[src/rtl/pipe_pkg.sv]
// Shared definitions for the MIPS pipeline decode stage: forwarding select
// encoding, ID/EX control-bundle bit positions and default widths.
package pipe_pkg;
   localparam int XLEN_DEF   = 32;
   localparam int REG_AW_DEF = 5;

   typedef enum logic [1:0] {
      FWD_REG = 2'd0,
      FWD_EX  = 2'd1,
      FWD_MEM = 2'd2,
      FWD_WB  = 2'd3
   } fwd_sel_t;

   // q_ctl = {reg_write, mem_read, mem_write, reg_dst, alu[3:0]}
   localparam int CTL_W         = 8;
   localparam int CTL_ALU_LSB   = 0;
   localparam int CTL_ALU_W     = 4;
   localparam int CTL_REG_DST   = 4;
   localparam int CTL_MEM_WRITE = 5;
   localparam int CTL_MEM_READ  = 6;
   localparam int CTL_REG_WRITE = 7;
endpackage

[src/rtl/reg_file_p.sv]
// Two-read / one-write register file with combinational reads, synchronous
// clear, and a hard-wired zero register at index 0.
import pipe_pkg::*;

module reg_file_p #(
   parameter int XLEN   = XLEN_DEF,
   parameter int REG_AW = REG_AW_DEF
) (
   input  logic              clk,
   input  logic              srst,
   input  logic [REG_AW-1:0] i_ra_addr,
   input  logic [REG_AW-1:0] i_rb_addr,
   input  logic              i_wr_en,
   input  logic [REG_AW-1:0] i_wr_addr,
   input  logic [XLEN-1:0]   i_wr_data,
   output logic [XLEN-1:0]   o_ra_data,
   output logic [XLEN-1:0]   o_rb_data
);
   localparam int DEPTH = 2 ** REG_AW;

   logic [XLEN-1:0] r_mem [DEPTH];

   always_ff @(posedge clk) begin
      if (srst) begin
         for (int i = 0; i < DEPTH; i++) r_mem[i] <= '0;
      end else if (i_wr_en && i_wr_addr != '0) begin
         r_mem[i_wr_addr] <= i_wr_data;
      end
   end

   assign o_ra_data = (i_ra_addr == '0) ? '0 : r_mem[i_ra_addr];
   assign o_rb_data = (i_rb_addr == '0) ? '0 : r_mem[i_rb_addr];
endmodule

[src/rtl/id_stage_fwd.sv]
// MIPS ID stage: register file, EX/MEM/WB operand forwarding, load-use stall,
// early branch/jump resolution and the ID/EX pipeline register.
import pipe_pkg::*;

module id_stage_fwd #(
   parameter int XLEN     = XLEN_DEF,
   parameter int REG_AW   = REG_AW_DEF,
   parameter int PC_SHIFT = 0
) (
   input  logic              CLK,
   input  logic              RST,
   input  logic              id_valid,
   input  logic [31:0]       instr,
   input  logic [XLEN-1:0]   pc,
   input  logic              ctl_reg_dst,
   input  logic              ctl_ext_op,
   input  logic              ctl_beq,
   input  logic              ctl_bne,
   input  logic              ctl_j,
   input  logic              ctl_reg_write,
   input  logic              ctl_mem_read,
   input  logic              ctl_mem_write,
   input  logic [3:0]        ctl_alu,
   input  logic [REG_AW-1:0] ex_rd,
   input  logic [REG_AW-1:0] mem_rd,
   input  logic [REG_AW-1:0] wb_rd,
   input  logic              ex_rw,
   input  logic              mem_rw,
   input  logic              wb_rw,
   input  logic              ex_load,
   input  logic [XLEN-1:0]   ex_alu,
   input  logic [XLEN-1:0]   mem_data,
   input  logic [XLEN-1:0]   wb_data,
   input  logic              flush,
   output logic              stall,
   output logic              pc_src,
   output logic [XLEN-1:0]   br_target,
   output logic              q_valid,
   output logic [XLEN-1:0]   q_bus_a,
   output logic [XLEN-1:0]   q_bus_b,
   output logic [XLEN-1:0]   q_imm,
   output logic [REG_AW-1:0] q_rd,
   output logic [CTL_W-1:0]  q_ctl
);
   logic [REG_AW-1:0] w_src [2];
   logic [REG_AW-1:0] w_rd;
   logic [XLEN-1:0]   w_rf_data [2];
   logic [XLEN-1:0]   w_opnd [2];
   fwd_sel_t          w_fwd_sel [2];
   logic [XLEN-1:0]   w_sext;
   logic [XLEN-1:0]   w_imm;
   logic [CTL_W-1:0]  w_ctl;
   logic              w_eq;
   logic              w_unused_opcode;

   assign w_src[0] = REG_AW'(instr[25:21]);
   assign w_src[1] = REG_AW'(instr[20:16]);
   assign w_rd     = REG_AW'(instr[15:11]);
   assign w_unused_opcode = ^instr[31:26];

   reg_file_p #(.XLEN(XLEN), .REG_AW(REG_AW)) u_rf (
      .clk       (CLK),
      .srst      (RST),
      .i_ra_addr (w_src[0]),
      .i_rb_addr (w_src[1]),
      .i_wr_en   (wb_rw),
      .i_wr_addr (wb_rd),
      .i_wr_data (wb_data),
      .o_ra_data (w_rf_data[0]),
      .o_rb_data (w_rf_data[1])
   );

   // Loads are excluded from EX forwarding: their data does not exist yet,
   // so the stall holds the consumer until the load reaches MEM.
   generate
      for (genvar gi = 0; gi < 2; gi++) begin : g_fwd
         assign w_fwd_sel[gi] =
            (w_src[gi] == '0)                               ? FWD_REG :
            (ex_rw  && ex_rd  == w_src[gi] && !ex_load)     ? FWD_EX  :
            (mem_rw && mem_rd == w_src[gi])                 ? FWD_MEM :
            (wb_rw  && wb_rd  == w_src[gi])                 ? FWD_WB  : FWD_REG;

         assign w_opnd[gi] =
            (w_fwd_sel[gi] == FWD_EX)  ? ex_alu   :
            (w_fwd_sel[gi] == FWD_MEM) ? mem_data :
            (w_fwd_sel[gi] == FWD_WB)  ? wb_data  : w_rf_data[gi];
      end
   endgenerate

   assign stall = id_valid && !flush && ex_load && ex_rw && (ex_rd != '0) &&
                  ((ex_rd == w_src[0]) || (ex_rd == w_src[1]));

   assign w_eq   = (w_opnd[0] == w_opnd[1]);
   assign pc_src = id_valid && !stall && !flush &&
                   ((ctl_beq && w_eq) || (ctl_bne && !w_eq) || ctl_j);

   assign w_sext    = {{(XLEN-16){instr[15]}}, instr[15:0]};
   assign w_imm     = ctl_ext_op ? w_sext : {{(XLEN-16){1'b0}}, instr[15:0]};
   assign br_target = ctl_j ? {pc[XLEN-1:26], instr[25:0]}
                            : pc + (w_sext << PC_SHIFT);

   always_comb begin
      w_ctl = '0;
      w_ctl[CTL_ALU_LSB +: CTL_ALU_W] = ctl_alu;
      w_ctl[CTL_REG_DST]   = ctl_reg_dst;
      w_ctl[CTL_MEM_WRITE] = ctl_mem_write;
      w_ctl[CTL_MEM_READ]  = ctl_mem_read;
      w_ctl[CTL_REG_WRITE] = ctl_reg_write;
   end

   logic              r_q_valid;
   logic [XLEN-1:0]   r_q_bus_a, r_q_bus_b, r_q_imm;
   logic [REG_AW-1:0] r_q_rd;
   logic [CTL_W-1:0]  r_q_ctl;

   always_ff @(posedge CLK) begin
      if (RST) begin
         r_q_valid <= 1'b0;
         r_q_bus_a <= '0;
         r_q_bus_b <= '0;
         r_q_imm   <= '0;
         r_q_rd    <= '0;
         r_q_ctl   <= '0;
      end else begin
         r_q_bus_a <= w_opnd[0];
         r_q_bus_b <= w_opnd[1];
         r_q_imm   <= w_imm;
         r_q_rd    <= ctl_reg_dst ? w_rd : w_src[1];
         if (stall || flush || !id_valid) begin
            r_q_valid <= 1'b0;
            r_q_ctl   <= '0;
         end else begin
            r_q_valid <= 1'b1;
            r_q_ctl   <= w_ctl;
         end
      end
   end

   assign q_valid = r_q_valid;
   assign q_bus_a = r_q_bus_a;
   assign q_bus_b = r_q_bus_b;
   assign q_imm   = r_q_imm;
   assign q_rd    = r_q_rd;
   assign q_ctl   = r_q_ctl;
endmodule

[config.mk]
export PLATFORM = sky130hd
export DESIGN_NAME = id_stage_fwd
export DESIGN_NICKNAME = d
export VERILOG_FILES = /design/src/rtl/pipe_pkg.sv /design/src/rtl/reg_file_p.sv /design/src/rtl/id_stage_fwd.sv
export SDC_FILE = /design/constraint.sdc
export NUM_CORES = 2
export LEC_CHECK = 0
export BUFFER_PORTS_ARGS = -buffer_cell sky130_fd_sc_hd__buf_2
export CAP_MARGIN = 30
export CELL_PAD_IN_SITES_DETAIL_PLACEMENT = 1
export CELL_PAD_IN_SITES_GLOBAL_PLACEMENT = 1
export CORE_MARGIN = 1.5
export CORE_UTILIZATION = 53
export CTS_BUF_LIST = sky130_fd_sc_hd__clkbuf_8
export DETAILED_ROUTE_END_ITERATION = 10
export PLACE_DENSITY_LB_ADDON = 0.2
export SLEW_MARGIN = 20
export SYNTH_ARGS = -nofsm -noshare
export SYNTH_HDL_FRONTEND = slang
export SYNTH_HIERARCHICAL = 1
export SYNTH_SLANG_ARGS = --single-unit
[constraint.sdc]
create_clock -name CLK -period 5.4 [get_ports CLK]
set_clock_uncertainty 0.05 [all_clocks]
set_input_delay 0.81 -clock CLK [delete_from_list [all_inputs] [get_ports CLK]]
set_output_delay 0.81 -clock CLK [all_outputs]
set_load 0.01 [all_outputs]
==> results_dict.tcl <==
set metrics [dict create \
    use_met2_pct 64.9 \
    cp-start-kind "input port" \
    grt_max_degree 123 \
    fin_cells 6863 \
    layout_common_cells "and2_1, edfxtp_1, buf_4" \
    synthSimpleGateAreaFrac_pct 14.8 \
    gp_congestion 0.968 \
    fill_cells 11000 \
    synth_compound_area_share_pct 6.52 \
    synthToLayoutAreaGrowth_pct 18.4 \
    rrSetupSlack_ns 2.35 \
    drt_iter0_markers 6879 \
    fin_nets 5385 \
    ir_drop_v 0.000254 \
    routed_wl_mm 257 \
    setup-violations-final 1 \
    antenna_found_initial 34 \
    grt_usage_pct 42.7 \
    p_total_w 0.0214 \
    tightest_slew_ns 1.07 \
    muxShareOfSynthArea_pct 20.3 \
    seq_area_um2 32700 \
    ys_types 90 \
    htreeDepth 4 \
    die_area_um2 119000 \
    ios 339 \
    grt_pass1_vias 48700 \
    dp_cells 6452 \
    synthCells 4453 \
    required_ns 4.54 \
    final_common_cell "and2_1" \
    dr.pass1.iters 6 \
    clkSinkCount 1119 \
    powerDensity_nw_per_um2 292 \
    grt_most_used_layer "met2" \
    rsz0062_at_grt "true" \
    multi_input_area_um2 27700 \
    syn_area_um2 61800 \
    synthXorXnorAreaFrac_pct 1.12 \
    viasPerCell 7.00 \
    holdWs_ns 0.0596 \
    layout_setup_ws_ns -0.298 \
    synth_top_family_by_area "multiplexers" \
    crit_fanout 9 \
    cts-root-buf "clkbuf_8" \
    synthFlopType "edfxtp_1" \
    synth-seq-cells 1119 \
    via_count 48000 \
    leakage_nw 27.5 \
    synth_edf_count 1024 \
    drc 0 \
    die_y_um 345 \
    finalCriticalPeriod_ns 5.70 \
    clk-insertion-delay-late_ns 0.90 \
    hold_buffers 0 \
    grt_pass1_wl_mm 354 \
    io_buffer_count 332 \
    critPathKind "in -> out" \
    coreArea_um2 116000 \
    slew_headroom_pct 28.8 \
    cts_tree "built" \
    reg2reg_from "u_rf/r_mem[4][24]" \
    met1_usage_pct 53.0 \
    dp_hpwl_mm 173 \
    core.rowCount 125 \
    hp-class "in -> reg" \
    die_w_um 345 \
    gr-total-overflow 0 \
    synth.avg_cell_area_um2 13.9 \
    max_freq_mhz 175 \
    violations "negative setup slack" \
    max_cap_viol_count 0 \
    wl_per_cell_um 37.4 \
    ys_warn_count 6 \
    cts.path.max_buffers 3 \
    groute.layer.met3.usage_pct 11.5 \
    hold_viol 0 \
    yosys.area_share.adder_pct 0.660 \
    async_flop_share_pct 0 \
    synth-seq-area-share_pct 52.8 \
    drive_gt1_share_pct 35.0 \
    cts_made_buffers 191 \
    antenna_left 0 \
    report.final.slew_viol_count 0 \
    post-route-period-util_pct 106 \
    cts.clk_slew.worst_paths_ns 0.07 \
    status "finished with violations" \
    crit_path_end_kind "output pin" \
    startpoint "instr[19]" \
    arrival_ns 4.84 \
    initial_utilization_pct 53.3 \
    hold_start "ctl_alu[1]" \
]
final timing paths:
kind / to / cells after the start
min: q_ctl[1] / 2
max reg2reg: q_bus_b[24] / 9
min reg2reg: q_bus_a[4] / 6
max: pc_src / 17
sequential cells by signal, indices dropped and copies added (netlist names):
signal / cells
q_valid: 1
q_ctl: 8
q_bus_a: 32
q_imm: 17
u_rf/r_mem: 1024
q_rd: 5
q_bus_b: 32
final cells by class:
type                            instances  area share [%]
Antenna cell                           26          0.0889
Clock buffer                          196            3.68
Clock inverter                        152            1.03
Inverter                               29           0.149
Multi-Input combinational cell       2879            37.9
Sequential cell                      1119            44.6
Tap cell                             1524            2.60
Timing Repair Buffer                  938            9.96
Yosys cell counts, types with 12 or more instances:
master     instances  area, um^2
nand3_1           26         130
nor2_1           104         390
o31ai_1           16         120
a2111oi_0         17         149
buf_6             23         259
edfxtp_1        1024       30700
mux2i_1          159        1590
xnor2_1           53         464
xor2_1            26         228
and3_1            28         175
or3_1             17         106
buf_2             66         330
mux2_2            31         349
o21ai_0           45         225
nor3_1            78         390
a211oi_1          19         143
buf_4             56         420
clkbuf_1         298        1120
a22oi_1           23         173
a21o_1            12        90.1
nor2b_1           38         238
nand2_1           86         323
a21oi_1           54         270
inv_1             29         109
and2_1          1054        6590
a22o_1            54         473
or2_2             35         219
nand2b_1          15        93.8
dfxtp_1           95        1900
ha_1              31         388
a2111oi_1         41         410
mux4_2           472       10600
o21a_1            15         113
o22ai_1          105         657
a221oi_1          18         158
worst max-delay path, cell delays in order:
cell and delay [ns]:
buf_2 0.22, or3b_2 0.51, buf_4 0.24, buf_4 0.18, buf_4 0.17, o22ai_1 0.21, a2111oi_1 0.11, buf_4 0.19
nor3_1 0.64, nand3b_1 0.19, o21ai_0 0.18, xnor2_1 0.25, and4_1 0.22, nand4_1 0.22, mux2i_1 0.18, a21oi_1 0.13
buf_2 0.14
what timing repair did:
| action | CTS | global route |
|---|---|---|
| setup endpoints to repair | 1 | 3 |
| resized for setup | 90 | 44 |
| setup buffers | 20 | 11 |
| pin swaps | 30 | 22 |
| cloned | 3 | 0 |
routing by layer:
layer	share of wire [%]	vias to the layer above	routed length, um
met5	0.026	-	67
met4	8.1	12	20700
met3	12	930	31400
met2	46	4020	117000
met1	34	24600	87300
li1	-	18500	-
through the flow:
stage,setup slack [ns],utilization [%],TNS [ns],instance area (um^2)
2_1_floorplan,0.481,-,0,61900
3_3_place_gp,-0.944,59.0,-0.944,68400
3_5_place_dp,-1.14,59.1,-1.14,68500
4_1_cts,-0.158,62.7,-0.158,72700
5_1_grt,-0.337,63.1,-0.337,73200
6_report,-0.298,63.2,-0.298,73200
cell families (layout without fill, tap and decap cells):
| group | after synthesis | in the layout |
|---|---|---|
| and+or+nand+nor | 1543 | 1543 |
| DFF | 1119 | 1119 |
| muxes | 662 | 662 |
| AOI/OAI and AO/OA | 531 | 531 |
| buffers and inverters | 486 | 1315 |
| xor gates and xnor gates | 79 | 79 |
| adders and majority gates | 32 | 32 |
| other | 1 | 58 |
power by group:
| group | switching, W | leakage, nW | total (W) | internal [W] |
|---|---|---|---|---|
| registers | 0.000296 | 10.5 | 0.0103 | 0.00997 |
| logic | 0.00224 | 15.0 | 0.00394 | 0.00170 |
| clock network | 0.00371 | 2.02 | 0.00719 | 0.00348 |
Note: power is estimated with default switching activity, not from simulation.
